==> src/rtl/skinny_sbox_feeder_pkg.sv <==
// rtl/skinny_sbox_feeder_pkg.sv - shared types and constants for the SKINNY S-box feeder
//
// Purpose : FSM state encoding, nibble count, PRNG tap positions, the default
//           PRNG seed and the 72-step LFSR advance used by skinny_prng72.
// Ports   : none (package skinny_feeder_pkg).
package skinny_feeder_pkg;

   typedef enum logic [1:0] {
      ST_IDLE  = 2'd0,
      ST_FEED  = 2'd1,
      ST_DRAIN = 2'd2,
      ST_DONE  = 2'd3
   } feeder_state_e;

   localparam int NIBBLES = 16;

   // Fibonacci LFSR x^72 + x^66 + x^25 + x^19 + 1, taps numbered from 1.
   localparam int LFSR_W    = 72;
   localparam int LFSR_TAP0 = 72;
   localparam int LFSR_TAP1 = 66;
   localparam int LFSR_TAP2 = 25;
   localparam int LFSR_TAP3 = 19;

   localparam logic [71:0] SEED_DEFAULT_VAL = 72'h5A_C3E1_0F96_B4D2_8771;

   // One FEED cycle consumes a full 72-bit word of fresh randomness, so the
   // register moves 72 single-bit steps at once.
   function automatic logic [71:0] lfsr_adv72(input logic [71:0] s);
      logic [71:0] v;
      v = s;
      for (int i = 0; i < LFSR_W; i++) begin
         v = {v[70:0], v[LFSR_TAP0-1] ^ v[LFSR_TAP1-1] ^ v[LFSR_TAP2-1] ^ v[LFSR_TAP3-1]};
      end
      return v;
   endfunction

endpackage

==> src/rtl/skinny_sbox_feeder_if.sv <==
// rtl/skinny_sbox_feeder_if.sv - bus between the feeder and the external masked S-box
//
// Purpose : groups the nibble-share, neighbour and randomness lines sent to
//           the S-box and the output shares returned by it.
// Signals : sb_in1..3 (4) nibble shares to the S-box
//           sb_neigh  (8) {in_sh2, in_sh1} nibbles of the next position
//           sb_r      (72) fresh randomness
//           sb_out1..3 (4) S-box output shares
// Modports: master = feeder side, slave = S-box side.
interface skinny_sbox_feeder_if;

   logic [3:0]  sb_in1;
   logic [3:0]  sb_in2;
   logic [3:0]  sb_in3;
   logic [7:0]  sb_neigh;
   logic [71:0] sb_r;
   logic [3:0]  sb_out1;
   logic [3:0]  sb_out2;
   logic [3:0]  sb_out3;

   modport master (
      output sb_in1, sb_in2, sb_in3, sb_neigh, sb_r,
      input  sb_out1, sb_out2, sb_out3
   );

   modport slave (
      input  sb_in1, sb_in2, sb_in3, sb_neigh, sb_r,
      output sb_out1, sb_out2, sb_out3
   );

endinterface

==> src/rtl/skinny_sbox_feeder_prng.sv <==
// rtl/skinny_sbox_feeder_prng.sv - 72-bit LFSR randomness source for the feeder
//
// Purpose : state register plus 72-step advance network. Only present when
//           SKINNY_FEEDER_PRNG_EN is defined; otherwise this file is empty.
// Ports   : clk      clock
//           rst_i    asynchronous active-low reset, state -> SEED_DEFAULT
//           i_load   reseed from i_seed (all-zero seed -> SEED_DEFAULT)
//           i_seed   72-bit seed
//           i_adv    advance the state by 72 LFSR steps
//           o_state  current 72-bit state
`ifdef SKINNY_FEEDER_PRNG_EN
module skinny_prng72
   import skinny_feeder_pkg::*;
#(
   parameter logic [71:0] SEED_DEFAULT = SEED_DEFAULT_VAL
) (
   input  logic        clk,
   input  logic        rst_i,
   input  logic        i_load,
   input  logic [71:0] i_seed,
   input  logic        i_adv,
   output logic [71:0] o_state
);

   logic [71:0] r_state;

   // An all-zero LFSR would lock up, so a zero seed falls back to the default.
   always_ff @(posedge clk or negedge rst_i) begin
      if (!rst_i) begin
         r_state <= SEED_DEFAULT;
      end else if (i_load) begin
         r_state <= (i_seed == '0) ? SEED_DEFAULT : i_seed;
      end else if (i_adv) begin
         r_state <= lfsr_adv72(r_state);
      end
   end

   assign o_state = r_state;

endmodule
`endif

==> src/rtl/skinny_sbox_feeder.sv <==
// rtl/skinny_sbox_feeder.sv - serialises a three-share 64-bit state through an external masked S-box
//
// Purpose : on start, latches three 64-bit shares, feeds nibbles 0..15 to the
//           S-box one per cycle, collects the S-box output shares SBOX_LAT
//           cycles later and publishes the substituted shares atomically.
// Params  : SBOX_LAT      S-box register stages, legal range 1..4
//           SEED_DEFAULT  PRNG reset state / substitute for a zero seed
// Macro   : SKINNY_FEEDER_PRNG_EN - sb_r from the internal LFSR (skinny_prng72)
//           instead of r_ext.
// Ports   : clk, rst_i (async, active-low)
//           start, in_sh1..3 (64), seed (72), r_ext (72)
//           sbox   S-box bus, master side
//           out_sh1..3 (64), busy, done
module skinny_sbox_feeder
   import skinny_feeder_pkg::*;
#(
   parameter int          SBOX_LAT     = 1,
   parameter logic [71:0] SEED_DEFAULT = SEED_DEFAULT_VAL
) (
   input  logic                        clk,
   input  logic                        rst_i,
   input  logic                        start,
   input  logic [63:0]                 in_sh1,
   input  logic [63:0]                 in_sh2,
   input  logic [63:0]                 in_sh3,
   input  logic [71:0]                 seed,
   input  logic [71:0]                 r_ext,
   skinny_sbox_feeder_if.master        sbox,
   output logic [63:0]                 out_sh1,
   output logic [63:0]                 out_sh2,
   output logic [63:0]                 out_sh3,
   output logic                        busy,
   output logic                        done
);

   feeder_state_e r_state;
   feeder_state_e w_state_nx;

   logic [3:0]  r_cnt;
   logic [3:0]  r_ccnt;
   logic [63:0] r_sh1, r_sh2, r_sh3;
   logic [63:0] r_acc1, r_acc2, r_acc3;
   logic [63:0] r_out1, r_out2, r_out3;
   logic [SBOX_LAT-1:0] r_vpipe;

   logic        w_accept;
   logic        w_feed;
   logic        w_cap;
   logic        w_last_cap;
   logic [3:0]  w_cnt_nb;
   logic [63:0] w_acc1, w_acc2, w_acc3;
   logic [3:0]  w_sb_in1, w_sb_in2, w_sb_in3;
   logic [7:0]  w_sb_neigh;
   logic [71:0] w_sb_r;
   logic        w_unused;

   // r_vpipe tracks which cycles carried a nibble into the S-box; its last
   // stage marks the cycle in which that nibble's result is on sb_out*.
   assign w_cap      = r_vpipe[SBOX_LAT-1];
   assign w_last_cap = w_cap && (r_ccnt == 4'(NIBBLES-1));
   assign w_cnt_nb   = r_cnt + 4'd1;

   // ---------------- FSM ----------------
   always_ff @(posedge clk or negedge rst_i) begin
      if (!rst_i) begin
         r_state <= ST_IDLE;
      end else begin
         r_state <= w_state_nx;
      end
   end

   always_comb begin
      w_state_nx = r_state;
      w_accept   = 1'b0;
      w_feed     = 1'b0;
      busy       = 1'b1;
      done       = 1'b0;
      case (r_state)
         ST_IDLE: begin
            busy = 1'b0;
            if (start) begin
               w_accept   = 1'b1;
               w_state_nx = ST_FEED;
            end
         end
         ST_FEED: begin
            w_feed = 1'b1;
            if (r_cnt == 4'(NIBBLES-1)) begin
               w_state_nx = ST_DRAIN;
            end
         end
         ST_DRAIN: begin
            if (w_last_cap) begin
               w_state_nx = ST_DONE;
            end
         end
         ST_DONE: begin
            done       = 1'b1;
            w_state_nx = ST_IDLE;
         end
         default: begin
            w_state_nx = ST_IDLE;
         end
      endcase
   end

   // ---------------- S-box drive ----------------
   // Each share is selected independently; shares of one nibble never meet.
   always_comb begin
      w_sb_in1   = '0;
      w_sb_in2   = '0;
      w_sb_in3   = '0;
      w_sb_neigh = '0;
      if (w_feed) begin
         w_sb_in1   = r_sh1[{r_cnt, 2'b00} +: 4];
         w_sb_in2   = r_sh2[{r_cnt, 2'b00} +: 4];
         w_sb_in3   = r_sh3[{r_cnt, 2'b00} +: 4];
         // w_cnt_nb wraps from 15 to 0, so nibble 15 sees nibble 0 as neighbour.
         w_sb_neigh = {r_sh2[{w_cnt_nb, 2'b00} +: 4], r_sh1[{w_cnt_nb, 2'b00} +: 4]};
      end
   end

`ifdef SKINNY_FEEDER_PRNG_EN
   logic [71:0] w_prng;

   skinny_prng72 #(
      .SEED_DEFAULT (SEED_DEFAULT)
   ) u_prng (
      .clk     (clk),
      .rst_i   (rst_i),
      .i_load  (w_accept),
      .i_seed  (seed),
      .i_adv   (w_feed),
      .o_state (w_prng)
   );

   assign w_sb_r   = w_feed ? w_prng : '0;
   assign w_unused = ^r_ext;
`else
   assign w_sb_r   = w_feed ? r_ext : '0;
   assign w_unused = ^{seed, SEED_DEFAULT};
`endif

   assign sbox.sb_in1   = w_sb_in1;
   assign sbox.sb_in2   = w_sb_in2;
   assign sbox.sb_in3   = w_sb_in3;
   assign sbox.sb_neigh = w_sb_neigh;
   assign sbox.sb_r     = w_sb_r;

   // ---------------- capture ----------------
   always_comb begin
      w_acc1 = r_acc1;
      w_acc2 = r_acc2;
      w_acc3 = r_acc3;
      w_acc1[{r_ccnt, 2'b00} +: 4] = sbox.sb_out1;
      w_acc2[{r_ccnt, 2'b00} +: 4] = sbox.sb_out2;
      w_acc3[{r_ccnt, 2'b00} +: 4] = sbox.sb_out3;
   end

   always_ff @(posedge clk or negedge rst_i) begin
      if (!rst_i) begin
         r_cnt   <= '0;
         r_ccnt  <= '0;
         r_vpipe <= '0;
         r_sh1   <= '0;
         r_sh2   <= '0;
         r_sh3   <= '0;
         r_acc1  <= '0;
         r_acc2  <= '0;
         r_acc3  <= '0;
         r_out1  <= '0;
         r_out2  <= '0;
         r_out3  <= '0;
      end else begin
         r_vpipe[0] <= w_feed;
         for (int i = 1; i < SBOX_LAT; i++) begin
            r_vpipe[i] <= r_vpipe[i-1];
         end

         if (w_accept) begin
            r_sh1  <= in_sh1;
            r_sh2  <= in_sh2;
            r_sh3  <= in_sh3;
            r_cnt  <= '0;
            r_ccnt <= '0;
         end else begin
            if (w_feed) begin
               r_cnt <= r_cnt + 4'd1;
            end
            if (w_cap) begin
               r_acc1 <= w_acc1;
               r_acc2 <= w_acc2;
               r_acc3 <= w_acc3;
               r_ccnt <= r_ccnt + 4'd1;
            end
         end

         // Outputs change only as a whole, on the edge that enters DONE,
         // so a half-filled accumulator is never visible.
         if (w_last_cap) begin
            r_out1 <= w_acc1;
            r_out2 <= w_acc2;
            r_out3 <= w_acc3;
         end
      end
   end

   assign out_sh1 = r_out1;
   assign out_sh2 = r_out2;
   assign out_sh3 = r_out3;

endmodule

==> src/flat_wrapper.sv <==
// flat-port wrapper written by rule: the top's interface ports become plain ports
module skinny_sbox_feeder_flat import skinny_feeder_pkg::*;
#(
   parameter int          SBOX_LAT     = 1,
   parameter logic [71:0] SEED_DEFAULT = SEED_DEFAULT_VAL
)
  (clk, rst_i, start, in_sh1, in_sh2, in_sh3, seed, r_ext, out_sh1, out_sh2, out_sh3, busy, done, sbox_sb_in1, sbox_sb_in2, sbox_sb_in3, sbox_sb_neigh, sbox_sb_r, sbox_sb_out1, sbox_sb_out2, sbox_sb_out3);
  skinny_sbox_feeder_if sbox_i ();
  input  logic clk;
  input  logic rst_i;
  input  logic start;
  input  logic [63:0] in_sh1;
  input  logic [63:0] in_sh2;
  input  logic [63:0] in_sh3;
  input  logic [71:0] seed;
  input  logic [71:0] r_ext;
  output logic [63:0] out_sh1;
  output logic [63:0] out_sh2;
  output logic [63:0] out_sh3;
  output logic busy;
  output logic done;
  output wire logic [$bits(sbox_i.sb_in1)-1:0] sbox_sb_in1;
  output wire logic [$bits(sbox_i.sb_in2)-1:0] sbox_sb_in2;
  output wire logic [$bits(sbox_i.sb_in3)-1:0] sbox_sb_in3;
  output wire logic [$bits(sbox_i.sb_neigh)-1:0] sbox_sb_neigh;
  output wire logic [$bits(sbox_i.sb_r)-1:0] sbox_sb_r;
  input wire logic [$bits(sbox_i.sb_out1)-1:0] sbox_sb_out1;
  input wire logic [$bits(sbox_i.sb_out2)-1:0] sbox_sb_out2;
  input wire logic [$bits(sbox_i.sb_out3)-1:0] sbox_sb_out3;
  assign sbox_sb_in1 = sbox_i.sb_in1;
  assign sbox_sb_in2 = sbox_i.sb_in2;
  assign sbox_sb_in3 = sbox_i.sb_in3;
  assign sbox_sb_neigh = sbox_i.sb_neigh;
  assign sbox_sb_r = sbox_i.sb_r;
  assign sbox_i.sb_out1 = sbox_sb_out1;
  assign sbox_i.sb_out2 = sbox_sb_out2;
  assign sbox_i.sb_out3 = sbox_sb_out3;
  skinny_sbox_feeder #(.SBOX_LAT(SBOX_LAT), .SEED_DEFAULT(SEED_DEFAULT)) u_core (.clk(clk), .rst_i(rst_i), .start(start), .in_sh1(in_sh1), .in_sh2(in_sh2), .in_sh3(in_sh3), .seed(seed), .r_ext(r_ext), .sbox(sbox_i), .out_sh1(out_sh1), .out_sh2(out_sh2), .out_sh3(out_sh3), .busy(busy), .done(done));
endmodule
==> config.mk <==
export PLATFORM = sky130hd
export DESIGN_NAME = skinny_sbox_feeder_flat
export DESIGN_NICKNAME = d
export VERILOG_FILES = /design/src/rtl/skinny_sbox_feeder_pkg.sv /design/src/rtl/skinny_sbox_feeder_if.sv /design/src/rtl/skinny_sbox_feeder_prng.sv /design/src/rtl/skinny_sbox_feeder.sv /design/src/flat_wrapper.sv
export SDC_FILE = /design/constraint.sdc
export NUM_CORES = 1
export LEC_CHECK = 0
export BUFFER_PORTS_ARGS = -buffer_cell sky130_fd_sc_hd__buf_2
export CORE_AREA = 2 2 251 253
export DETAILED_ROUTE_END_ITERATION = 10
export DIE_AREA = 0 0 253 255
export GPL_ROUTABILITY_DRIVEN = 1
export PLACE_DENSITY = 0.66
export SLEW_MARGIN = 20
export SYNTH_ARGS = -nofsm -noshare
export SYNTH_HDL_FRONTEND = slang
export SYNTH_SLANG_ARGS = --single-unit
==> constraint.sdc <==
create_clock -name clk -period 4.15 [get_ports clk]
set_input_delay 0.83 -clock clk [delete_from_list [all_inputs] [get_ports clk]]
set_output_delay 0.83 -clock clk [all_outputs]
set_load 0.005 [all_outputs]
Word level (Yosys, flattened, before mapping) --
Index checks and enable logic that the tools add are counted.
Storage, ports and cells: logic and storage cells 61, bits in registers 587, output and inout port bits 286
Cells by class: reduce and logical (&&, ||, !) cells 6, $add $sub $neg 3, muxes and demuxes 21, equal/unequal tests 8, bitwise logic cells 1, shift-type cells 9
Operator list (count):
- 64-bit by 7-bit variable part select with 4-bit output | 5
- 64-bit bitwise mux | 3
- 4-bit by 8-bit variable part select with 64-bit output | 3
- 72-bit 2-to-1 mux | 1
- 4-bit by 8-bit variable shift with 64-bit output (first input constant) | 1
- 4-bit 2-to-1 mux | 7
- 4-bit by 1-bit adder with 4-bit output (second input constant) | 2
- 4-bit equality test (second input constant) | 2
- 8-bit 2-to-1 mux | 1
- 6-bit negator with 8-bit output | 1
- 2-bit one-hot mux with 4 select lines | 1
- 2-bit 2-to-1 mux | 3
- 1-bit 2-to-1 mux | 5
- 2-bit equality test (second input constant) | 2
- 2-bit by 1-bit inequality test with 1-bit output (second input constant) | 2
- 2-bit nonzero test | 2
- 3-bit AND reduction | 1
- 2-bit by 1-bit equality test with 1-bit output (second input constant) | 1
- 2-bit logical NOT | 1
- 2-bit inequality test (second input constant) | 1
- 2-bit AND reduction | 1
- 1-bit logical AND | 1
- 1-bit inverter | 1

Logic depth before layout (Yosys ltp) --
depth in word-level cells 4, depth in mapped cells 9

Worst setup path after synthesis --
No wires, ideal clock.
path type register to output, start point register u_core.r_cnt[0], end point output port sbox_sb_neigh[0], data required time 3.320 ns, cell stages (with the launch flop) 7, slack 1.581 ns, arrival 1.739 ns, path buffers 2, cells stage by stage dfrtp_1 > ha_1 > clkbuf_1 > clkbuf_1 > mux4_2 > mux2i_1 > o22ai_1
Between the ends: word-level cells in the longest chain between the ends 3
Ends and longest elaborated chain:
- start, declared | RTL line skinny_sbox_feeder.sv:39 | logic [3:0] r_cnt;
- start signal, assigned | RTL line skinny_sbox_feeder.sv:188 | r_cnt <= r_cnt + 4'd1;
- 4-bit by 1-bit adder with 4-bit output | RTL line skinny_sbox_feeder.sv:61 | assign w_cnt_nb = r_cnt + 4'd1;
- 64-bit by 7-bit variable part select with 4-bit output | RTL line skinny_sbox_feeder.sv:119 | w_sb_neigh = {r_sh2[{w_cnt_nb, 2'b00} +: 4], r_sh1[{w_cnt_nb, 2'b00} +: 4]};
- 8-bit 2-to-1 mux | RTL line skinny_sbox_feeder.sv:114 | if (w_feed) begin
- end, declared | RTL line flat_wrapper.sv:25 | output wire logic [$bits(sbox_i.sb_neigh)-1:0] sbox_sb_neigh;
No other way between the ends.

Worst setup path after layout --
start point register u_core.r_cnt[1], end point output port sbox_sb_neigh[3]
Same word-level chain as after synthesis.

==> results.yml <==
status:
  outcome: "complete, but fails checks"
  violations: "design-rule violations"
finish:
  syn_to_final_growth_pct: 22.18
  drive_above_1_share_pct: 43.90
  final_common_cell: "dfrtp_1"
  final_cell_mix: "dfrtp_1, buf_2, mux2_2"
  fin_nets: 2989
synthesis:
  yosysTopAreaCell: "dfrtp_1"
  ys_warn_count: 0
  netlist.area_leader.share_pct: 55.53
  synth_nets: 2471
  synth_cells: 2111
  synthTopCellsByArea: "dfrtp_1, mux2_2, mux4_2"
  syn-cell-area_um2: 26450
  async_reset_ff_share_pct: 100.0
  ys.flop_type: "dfrtp_1"
  ys_ff_latch: 587
  synth.distinct_cells: 56
  postSynthAreaPerCell_um2: 12.53
  synth_edf_count: 0
  ys_seq_area_share_pct: 55.53
setup_path:
  crit_type: "flip-flop to output port"
  cp-start-kind: "flip-flop"
  r2r_start: "u_core.r_ccnt[1]"
  required_ns: 3.32
  cp-startpoint: "u_core.r_cnt[1]"
  setup.worst_path.end_class: "output port"
  crit_arrival_ns: 2.81
  critical_path.max_fanout: 33
timing:
  max-slew-margin-rel_pct: 28.08
  rsz0062_at_grt: "false"
  finClkSkew_ns: 0.03384
  finalSetupViolCount: 0
  drv_slew: 0
  setup_ws_ns: 0.5081
  holdWs_ns: 0.3215
  worstMarginPinSlew_ns: 1.074
  setup_tns_ns: 0
  fmax_ghz: 0.2746
  min_period_ns: 3.642
  finalCritPeriodShare_pct: 87.76
  finalHoldViolations: 0
placed_design:
  pre_cts_ws_ns: 1.056
  io_buffers: 564
  routabilityCongestion: 0.8718
  dpl.hpwl_um: 53390
cts:
  cts_tree: "built"
  ctsHoldBuffers: 0
  clockBufferDepth: 3
  ctsResizeCount: 0
  worstSkewPairLatency_ns: 0.61
  cts_buffers: 67
  cts_htree_levels: 3
  cts.sink_count: 587
  cts_setup_buffers: 0
  cts-root-buf: "clkbuf_16"
  cts.clk_slew.worst_paths_ns: 0.06
routing:
  via_per_inst: 5.428
  firstDrtPassIters: 8
  vias: 18950
  wl_um: 76300
  postRouteAntennaNets: 0
  drc: 2
  wl_per_cell_um: 21.85
  drt_iter0_drc: 1291
pwr:
  p_total_w: 0.02235
  p_leak_nw: 15.86
  comb_power_share_pct: 34.3
  swShare_pct: 32.24
  p_sw_w: 0.007205
  power_density_nw_per_um2: 691.4
  ir_drop_mv: 0.4067
  intPower_w: 0.01514
  clkPwrFrac_pct: 26.2
  p_seq_share_pct: 39.5
global_routing:
  grt_pass1_wl_um: 114300
  gr-total-overflow: 0
  grt_usage_pct: 23.14
  antenna_found_initial: 36
  grt_max_degree: 205
  grt_pass1_vias: 19110
floorplanning:
  die_w_um: 253
  initial_core_util_pct: 42.56
  core_area_um2: 62160
  die_h_um: 255
  core.rowCount: 92
  num_io_pins: 637
  die_area_um2: 64520
worst_hold_path:
  holdCritPathClass: "primary input to async pin"
flow_run:
  cap_violations: 0
-- Yosys cell counts, types with 2 or more instances --
library cell / count
a21boi_2: 2
a21oi_1: 2
a221oi_1: 8
a22o_1: 8
a31oi_1: 36
a32o_1: 8
and2_0: 2
and2_1: 91
and3_1: 27
buf_1: 4
buf_2: 51
buf_4: 5
clkbuf_1: 99
dfrtp_1: 587
ha_1: 9
inv_1: 8
mux2_2: 358
mux2_4: 10
mux2i_1: 91
mux4_2: 80
nand2_1: 351
nand2b_1: 6
nand2b_4: 2
nand3_1: 43
nand3b_1: 3
nand4_1: 3
nor2_1: 63
nor3_1: 2
nor3b_1: 2
o2111ai_1: 4
o211ai_1: 7
o21a_1: 2
o21ai_0: 86
o21ai_1: 2
o22ai_1: 21
xnor2_1: 3
xor2_1: 6
-- worst max-delay path, cell delays in order, from the launching register on --
cell     delay [ns]
dfrtp_2        0.47
ha_1           0.30
buf_4          0.46
mux4_2         0.40
mux2i_1        0.23
o22ai_1        0.15
buf_2          0.17
-- area by class of cell --
class | instances | area, um^2
Fill cell | 5428 | 29840
Clock buffer | 99 | 1948
Inverter | 8 | 30.03
Timing Repair Buffer | 610 | 3303
Tap cell | 799 | 999.7
Clock inverter | 20 | 232.7
Antenna cell | 14 | 35.03
Multi-Input combinational cell | 1355 | 11080
Sequential cell | 587 | 14690
-- routing by layer --
metal  track usage [%]  wire, um  part of all wire [%]  vias up
li1                  -         -                     -     8484
met1             30.45     31460                    41     9611
met2             36.51     36230                    47      656
met3             7.109      6131                   8.0      165
met4             7.963      2227                   2.9       38
met5                 0       246                  0.32        -
-- through the flow --
step	utilization [%]	instance area [um^2]	std cells
global placement	48.43	30110	3359
floorplan	-	26450	2111
CTS	51.94	32290	3478
global route	51.98	32310	3487
detailed placement	48.43	30110	3359
finish	52.00	32320	3492
-- power groups by stage --
stage	logic (W)	registers [W]	clock network (W)
floorplan	0.00548	0.00843	0
global placement	0.00747	0.00873	0
detailed placement	0.00767	0.00888	0
CTS	0.00772	0.00880	0.00598
global route	0.00829	0.00903	0.00620
finish	0.00767	0.00882	0.00586
-- cells by family after synthesis --
logic type	Yosys count	share of synthesized area, %
simple gates	603	10.28
flops	587	55.53
mux	540	26.10
compound gates	194	4.626
buf+inv	169	2.743
xor+xnor	9	0.2980
fa+ha+maj	9	0.4257
-- final timing paths --
check	slack, ns	endpoint	depth (start not counted)
min	0.32	u_core.r_acc2[10]	1
min in group clk	0.45	u_core.out_sh1[4]	2
min reg2reg	0.45	u_core.out_sh1[4]	2
max in group asynchronous	2.81	u_core.r_sh1[34]	2
max reg2reg	1.03	u_core.r_acc1[3]	6
max	0.51	sbox_sb_neigh[3]	6
Power figures use the tool's default switching activity.
